<file path="config.mk">
export PLATFORM = sky130hd
export DESIGN_NAME = mw_controller_gen
export DESIGN_NICKNAME = d
export VERILOG_FILES = /design/src/rtl/mw_controller_gen.sv
export SDC_FILE = /design/constraint.sdc
export NUM_CORES = 1
export LEC_CHECK = 0
export CAP_MARGIN = 30
export CORE_ASPECT_RATIO = 1.25
export CORE_MARGIN = 2
export CORE_UTILIZATION = 53
export CTS_CLUSTER_SIZE = 28
export DETAILED_ROUTE_END_ITERATION = 7
export HOLD_SLACK_MARGIN = 0.12
export PLACE_DENSITY = 0.77
export SYNTH_ARGS = -nofsm -noshare
export SYNTH_HDL_FRONTEND = slang
export SYNTH_SLANG_ARGS = --single-unit
</file>
<file path="constraint.sdc">
create_clock -name clk -period 3.7 [get_ports clk]
set_clock_uncertainty 0.2 [all_clocks]
set_input_delay 0.37 -clock clk [delete_from_list [all_inputs] [get_ports clk]]
set_output_delay 0.37 -clock clk [all_outputs]
set_load 0.02 [all_outputs]
</file>
<file path="src/rtl/mw_controller_gen.sv">
// -----------------------------------------------------------------------------
// mw_controller_gen
// Microwave oven controller: keypad BCD time entry, 1 s tick divider, mm:ss
// countdown, door/start/stop interlock FSM and a power-level duty generator.
//
// Optional feature macro: MWC_QUICK_START_EN
//   defined   : start in IDLE (door closed) loads 00:30 at level 10 and cooks;
//               start in COOK adds 30 s (BCD-correct, saturating).
//   undefined : start in IDLE and in COOK is ignored.
//
// Ports:
//   clk          system clock
//   rst          synchronous active-high reset
//   start        start/resume request (level)
//   stop         pause request
//   clear        abort, zero time, restore default power
//   door_closed  door interlock, 1 = closed
//   key_valid    one-cycle keypad strobe
//   key_digit    BCD key value 0..9 (values above 9 are ignored)
//   key_power    with key_valid: digit selects power level (0 means 10)
//   mag_on       magnetron enable (registered enable gated by door_closed)
//   time_bcd     packed BCD time, digit 0 = seconds ones at the LSBs
//   state        IDLE=0 SET=1 COOK=2 PAUSE=3 DONE=4
//   done         one-cycle pulse on entering DONE
//   beep         high while in DONE
// -----------------------------------------------------------------------------
module mw_controller_gen #(
  parameter int unsigned TICK_DIV      = 50_000_000,
  parameter int unsigned DIGITS        = 4,
  parameter int unsigned POWER_WINDOW  = 10,
  parameter int unsigned DEFAULT_POWER = 10
) (
  input  logic                  clk,
  input  logic                  rst,
  input  logic                  start,
  input  logic                  stop,
  input  logic                  clear,
  input  logic                  door_closed,
  input  logic                  key_valid,
  input  logic [3:0]            key_digit,
  input  logic                  key_power,
  output logic                  mag_on,
  output logic [4*DIGITS-1:0]   time_bcd,
  output logic [2:0]            state,
  output logic                  done,
  output logic                  beep
);

  localparam int unsigned TW  = 4 * DIGITS;
  localparam int unsigned TCW = (TICK_DIV > 1) ? $clog2(TICK_DIV) : 1;
  localparam int unsigned WW  = (POWER_WINDOW > 1) ? $clog2(POWER_WINDOW) : 1;
  localparam int unsigned PW  = $clog2(POWER_WINDOW + 1);

  typedef enum logic [2:0] {
    S_IDLE  = 3'd0,
    S_SET   = 3'd1,
    S_COOK  = 3'd2,
    S_PAUSE = 3'd3,
    S_DONE  = 3'd4
  } state_e;

  state_e           state_q, state_d;
  logic [TW-1:0]    time_q, time_d;
  logic [PW-1:0]    power_q, power_d;
  logic [TCW-1:0]   tick_q, tick_d;
  logic [WW-1:0]    win_q, win_d;
  logic             mag_q, mag_d;
  logic             done_q, done_d;
  logic             beep_q, beep_d;

  logic             tick;
  logic             key_ok;
  logic             resume_ok;
  logic [TW-1:0]    time_dec;
  logic [TW-1:0]    time_shift;
  logic [TW-1:0]    time_next;

  // BCD countdown by one second; seconds tens wraps to 5, value 0 stays 0.
  function automatic logic [TW-1:0] bcd_dec(input logic [TW-1:0] t);
    logic [TW-1:0] r;
    logic          borrow;
    r      = t;
    borrow = 1'b1;
    for (int i = 0; i < DIGITS; i++) begin
      if (borrow) begin
        if (t[4*i +: 4] == 4'd0) begin
          r[4*i +: 4] = (i == 1) ? 4'd5 : 4'd9;
        end else begin
          r[4*i +: 4] = t[4*i +: 4] - 4'd1;
          borrow      = 1'b0;
        end
      end
    end
    if (borrow) r = '0;
    return r;
  endfunction

  // Keypad level to duty level: 0 selects 10, result capped at the window.
  function automatic logic [PW-1:0] clamp_power(input logic [3:0] d);
    int unsigned lvl;
    lvl = (d == 4'd0) ? 32'd10 : 32'(d);
    if (lvl > POWER_WINDOW) lvl = POWER_WINDOW;
    return PW'(lvl);
  endfunction

`ifdef MWC_QUICK_START_EN
  // Add 30 s; seconds may hold 60..99 from entry so carry into minutes can be 2.
  function automatic logic [TW-1:0] bcd_add30(input logic [TW-1:0] t);
    logic [TW-1:0] r;
    int unsigned   s;
    int unsigned   c;
    int unsigned   d;
    r        = t;
    s        = 32'd10 * 32'(t[7:4]) + 32'(t[3:0]) + 32'd30;
    c        = s / 32'd60;
    s        = s % 32'd60;
    r[3:0]   = 4'(s % 32'd10);
    r[7:4]   = 4'(s / 32'd10);
    for (int i = 2; i < DIGITS; i++) begin
      d = 32'(t[4*i +: 4]) + c;
      if (d > 32'd9) begin
        d = d - 32'd10;
        c = 32'd1;
      end else begin
        c = 32'd0;
      end
      r[4*i +: 4] = 4'(d);
    end
    // Minutes overflowed: pin to the largest displayable time.
    if (c != 32'd0) begin
      for (int i = 2; i < DIGITS; i++) r[4*i +: 4] = 4'd9;
      r[7:0] = 8'h59;
    end
    return r;
  endfunction
`endif

  // 1 s tick fires on the last divider count while cooking.
  assign tick       = (state_q == S_COOK) && (tick_q == TCW'(TICK_DIV - 1));
  assign key_ok     = key_valid && (key_digit <= 4'd9);
  assign resume_ok  = start && door_closed && !stop;
  assign time_dec   = bcd_dec(time_q);
  assign time_shift = {time_q[TW-5:0], key_digit};

  // FSM state register.
  always_ff @(posedge clk) begin
    if (rst) state_q <= S_IDLE;
    else     state_q <= state_d;
  end

  // Next-state and datapath update.
  always_comb begin
    state_d   = state_q;
    time_d    = time_q;
    power_d   = power_q;
    tick_d    = tick_q;
    win_d     = win_q;
    time_next = time_q;

    case (state_q)
      S_IDLE, S_SET: begin
        if (clear) begin
          state_d = S_IDLE;
          time_d  = '0;
          power_d = PW'(DEFAULT_POWER);
        end else if ((state_q == S_SET) && resume_ok) begin
          state_d = S_COOK;
          tick_d  = '0;
          win_d   = '0;
`ifdef MWC_QUICK_START_EN
        end else if ((state_q == S_IDLE) && resume_ok) begin
          state_d = S_COOK;
          time_d  = TW'(8'h30);
          power_d = clamp_power(4'd10);
          tick_d  = '0;
          win_d   = '0;
`endif
        end else if (key_ok) begin
          if (key_power) begin
            power_d = clamp_power(key_digit);
          end else begin
            time_d = time_shift;
            if ((state_q == S_IDLE) && (time_shift != '0)) state_d = S_SET;
          end
        end
      end

      S_COOK: begin
        if (clear) begin
          state_d = S_IDLE;
          time_d  = '0;
          power_d = PW'(DEFAULT_POWER);
        end else if (tick && (time_dec == '0)) begin
          // Reaching zero wins over a same-cycle stop or door open.
          state_d = S_DONE;
          time_d  = '0;
          tick_d  = '0;
        end else if (!door_closed || stop) begin
          state_d = S_PAUSE;
        end else begin
          if (tick) begin
            time_next = time_dec;
            tick_d    = '0;
            win_d     = (win_q == WW'(POWER_WINDOW - 1)) ? '0 : win_q + WW'(1);
          end else begin
            tick_d    = tick_q + TCW'(1);
          end
`ifdef MWC_QUICK_START_EN
          if (start) time_next = bcd_add30(time_next);
`endif
          time_d = time_next;
        end
      end

      S_PAUSE: begin
        if (clear) begin
          state_d = S_IDLE;
          time_d  = '0;
          power_d = PW'(DEFAULT_POWER);
        end else if (resume_ok) begin
          // Time is kept; divider and duty window restart.
          state_d = S_COOK;
          tick_d  = '0;
          win_d   = '0;
        end
      end

      S_DONE: begin
        if (clear) begin
          state_d = S_IDLE;
          time_d  = '0;
          power_d = PW'(DEFAULT_POWER);
        end else if (stop || !door_closed) begin
          state_d = S_IDLE;
        end
      end

      default: begin
        state_d = S_IDLE;
      end
    endcase
  end

  // Output decode from the next state so registered outputs align with it.
  always_comb begin
    mag_d  = 1'b0;
    done_d = 1'b0;
    beep_d = 1'b0;
    if (state_d == S_COOK) mag_d = (32'(win_d) < 32'(power_d));
    done_d = (state_d == S_DONE) && (state_q != S_DONE);
    beep_d = (state_d == S_DONE);
  end

  // Datapath and output registers.
  always_ff @(posedge clk) begin
    if (rst) begin
      time_q  <= '0;
      power_q <= PW'(DEFAULT_POWER);
      tick_q  <= '0;
      win_q   <= '0;
      mag_q   <= 1'b0;
      done_q  <= 1'b0;
      beep_q  <= 1'b0;
    end else begin
      time_q  <= time_d;
      power_q <= power_d;
      tick_q  <= tick_d;
      win_q   <= win_d;
      mag_q   <= mag_d;
      done_q  <= done_d;
      beep_q  <= beep_d;
    end
  end

  // Door opening must kill the magnetron without waiting for a clock.
  assign mag_on   = mag_q & door_closed;
  assign time_bcd = time_q;
  assign state    = state_q;
  assign done     = done_q;
  assign beep     = beep_q;

endmodule
</file>
==> impl_metrics.env <==
export IMPL_outcome="finished, violations left"
export IMPL_violations="negative setup slack"
export IMPL_total_gr_overflow=0
export IMPL_design_area_um2=4640
export IMPL_hold_path_depth=2
export IMPL_cts_max_level=2
export IMPL_final_fill_count=594
export IMPL_fp_dieArea_um2=7770
export IMPL_fp_coreArea_um2=6890
export IMPL_critical_path_required_ns=3.77
export IMPL_yosysTopAreaCell="sky130_fd_sc_hd__dfxtp_1"
export IMPL_proportion_of_netlist_area_held_by_the_largest_area_contributor=0.299
export IMPL_worst_hold_path_type="reg -> reg"
export IMPL_total_power_mw=1.36
export IMPL_yosys_warnings=0
export IMPL_global_route_usage_total=0.291
export IMPL_endpoint_kind="flop"
export IMPL_synth_area_leaders="sky130_fd_sc_hd__dfxtp_1, sky130_fd_sc_hd__nor2_1, sky130_fd_sc_hd__a21oi_1, sky130_fd_sc_hd__o21ai_0, sky130_fd_sc_hd__nand2_1"
export IMPL_clockBufferDepth=2
export IMPL_crit_path_max_fanout=4
export IMPL_maxCapViolations=0
export IMPL_avgViaCountPerCell=6.27
export IMPL_synth_commonest_cells="sky130_fd_sc_hd__nor2_1, sky130_fd_sc_hd__dfxtp_1, sky130_fd_sc_hd__a21oi_1"
export IMPL_sequential_cell_area_um2=1140
export IMPL_fraction_of_final_layout_cells_with_drive_strength_greater_than_1=0.211
export IMPL_cts_sinks=56
export IMPL_clock_tree_from_tritoncts="yes"
export IMPL_start_util=0.544
export IMPL_clock_root_buffer="sky130_fd_sc_hd__clkbuf_8"
export IMPL_rr_startpoint="time_bcd[5]"
export IMPL_startpoint_kind_of_the_worst_setup_timing_path="flop"
export IMPL_detailedPlacementHpwl_mm=8.09
export IMPL_dr_first_iter_drc_count=193
export IMPL_drt_antenna_violating_nets=0
export IMPL_synth_enable_flop_cells=0
export IMPL_drc=0
export IMPL_type_of_the_setup_path_with_the_least_slack="reg -> reg"
export IMPL_timing_final_setup_violations=1
export IMPL_period_share=1.06
export IMPL_pin_count=34
export IMPL_primary_flip_flop_cell_chosen_by_synthesis_mapping="sky130_fd_sc_hd__dfxtp_1"
export IMPL_timing_hold_violations_final=0
export IMPL_ys_seq_elements=56
export IMPL_drt_wirelength_per_cell_um=17.6
export IMPL_areaGrowthSynthToFinish_pct=23.7
export IMPL_mean_area_per_synthesized_cell_um2=8.10
export IMPL_holdPathEnd="tick_q[15]"
export IMPL_multi_input_area_um2=2510
export IMPL_die_width_um=79.2
export IMPL_routed_wirelength_mm=11.0
export IMPL_place_gp_congestion=0.936
export IMPL_detailed_place_area_um2=4500
export IMPL_synth_most_common_cell="sky130_fd_sc_hd__nor2_1"
export IMPL_finalWorstPathRequiredPeriod_ns=3.94
export IMPL_worst_hold_startpoint="tick_q[15]"
export IMPL_fin_nets=555
export IMPL_syn_num_nets=484
export IMPL_ys_async_sr_fraction=0
export IMPL_place_port_buffers=33
export IMPL_vdd_drop_max_mv=0.228
export IMPL_post_cts_hold_buffer_count=0
export IMPL_setup_tns_ns=-0.240
export IMPL_syn_cell_area_um2=3750
export IMPL_clkSlewWorstSetupHoldPaths_ns=0.10
export IMPL_detailroute_via_count=3918
export IMPL_number_of_global_route_vias_before_repair=3806
export IMPL_max_freq_mhz=254
export IMPL_worst_slew_pin_slew_ns=0.558
export IMPL_final_hold_worst_slack_ns=0.304
export IMPL_die_height_um=98.1
export IMPL_library_cells_used_by_synthesis=71
export IMPL_crit_arrival_ns=4.01
export IMPL_initial_antenna_violation_count=0
export IMPL_leakage_power_of_the_design_nw=1.67
export IMPL_post_synthesis_instance_total=463
export IMPL_clock_insertion_delay_worst_skew_ns=0.32
export IMPL_core_rowCount=34
export IMPL_finalMaxSlewViolations=0
export IMPL_numCtsBuffers=5
export IMPL_maximum_number_of_pins_on_one_net_before_global_route_repair=29
export IMPL_setup_repair_after_global_routing_missed_its_margin="true"
export IMPL_dr_pass1_iters=5
export IMPL_ff2ff_setup_slack_ns=-0.24
export IMPL_yosysSeqAreaShare=0.299
export IMPL_r2r_end="mag_q"
export IMPL_n_antenna_cell=0
export IMPL_path_depth_of_the_worst_reg2reg_path=17
export IMPL_power_density_nw_per_um2=293
export IMPL_first_pass_grt_wire_length_mm=18.3
export IMPL_slew_headroom=0.625
export IMPL_place_worst_setup_slack_ns=-0.148
export IMPL_timing_final_ws_setup_ns=-0.240
[stage by stage]
step,std cells,util
finish,625,0.674
global route,625,0.674
CTS,624,0.669
detailed placement,614,0.653
global placement,614,0.653
floorplan,463,-
[repair_timing]
item | 4_1_cts | 5_1_grt
setup buffers | 2 | 1
gates resized for setup | 2 | 3
pin swaps | 4 | 0
endpoints found under the setup margin | 1 | 1
[sequential cells by signal, summed over array words and instances (netlist names)]
signal	count
mag_q	1
tick_q	26
done	1
beep	1
state	3
win_q	4
time_bcd	16
power_q	4
[critical path, stage by stage (launching register included)]
cell and delay [ns]:
sky130_fd_sc_hd__dfxtp_4 0.37, sky130_fd_sc_hd__inv_4 0.06, sky130_fd_sc_hd__ha_4 0.13, sky130_fd_sc_hd__nor4b_4 0.30, sky130_fd_sc_hd__buf_4 0.18, sky130_fd_sc_hd__and3b_2 0.22, sky130_fd_sc_hd__mux2i_4 0.27, sky130_fd_sc_hd__nand4_4 0.15
sky130_fd_sc_hd__or4_4 0.47, sky130_fd_sc_hd__a31oi_1 0.15, sky130_fd_sc_hd__o21ai_1 0.11, sky130_fd_sc_hd__nand2_1 0.09, sky130_fd_sc_hd__ha_1 0.24, sky130_fd_sc_hd__a21o_1 0.18, sky130_fd_sc_hd__a221oi_2 0.27, sky130_fd_sc_hd__nand2_1 0.13
sky130_fd_sc_hd__a2111oi_4 0.20, sky130_fd_sc_hd__o21a_1 0.16
[power breakdown]
part | switching, mW | internal (mW) | leakage (nW)
Sequential | 0.0138 | 0.615 | 0.457
Clock | 0.219 | 0.135 | 0.0447
Combinational | 0.204 | 0.174 | 1.17
Total | 0.436 | 0.924 | 1.67
[cell usage in the layout, fill, tap and decap left out, drive strengths merged, types with 4 or more instances in the layout]
cell           netlist  routed
nor2                61      61
dfxtp               56      56
buf                 14      54
a21oi               41      41
clkdlybuf4s50        0      33
nand2               32      32
o21ai               28      28
nand3               20      20
a211oi              15      15
nor3                13      13
xor2                12      12
inv                 11      12
nand4               10      10
o211ai              10      10
or3                  9       9
ha                   9       9
nor4                 9       9
nor2b                7       7
or4                  7       7
and3                 6       6
a31oi                6       6
nand2b               5       5
clkbuf               9       5
nor4b                5       5
o22ai                4       4
a21o                 4       4
mux2i                4       4
a221oi               4       4
or3b                 4       4
[final cells by class]
class / count / area share
multi-input cells: 373 / 0.542
clock inverters: 3 / 0.00485
well taps: 90 / 0.0243
clock buffers: 5 / 0.0148
flip-flops and latches: 56 / 0.245
inverters: 11 / 0.0105
repair buffers: 87 / 0.158
[how the worst max path moves through the flow]
stage / startpoint / to / slack (ns) / cells after the start
after floorplan: time_bcd[1] / mag_q / -0.08 / 16
after global placement: time_bcd[5] / mag_q / 0.01 / 16
after detailed placement: time_bcd[5] / mag_q / -0.15 / 17
after CTS: time_bcd[5] / mag_q / -0.16 / 17
after global routing: time_bcd[5] / mag_q / -0.37 / 17
final: time_bcd[5] / mag_q / -0.24 / 17
[per-layer routing]
layer	vias up	GRT usage	share of wire
li1	1880	-	-
met1	1863	0.356	0.41
met2	142	0.504	0.52
met3	33	0.0518	0.047
met4	0	0.107	0.027
met5	-	0	0
[logic make-up after synthesis]
kind of cell / synth area share
and+or+nand+nor: 0.324
muxes: 0.0197
DFF: 0.299
buffers and inverters: 0.0524
AOI/OAI and AO/OA: 0.247
xor gates and xnor gates: 0.0280
adders and majority gates: 0.0300
Power figures use the tool's default switching activity.
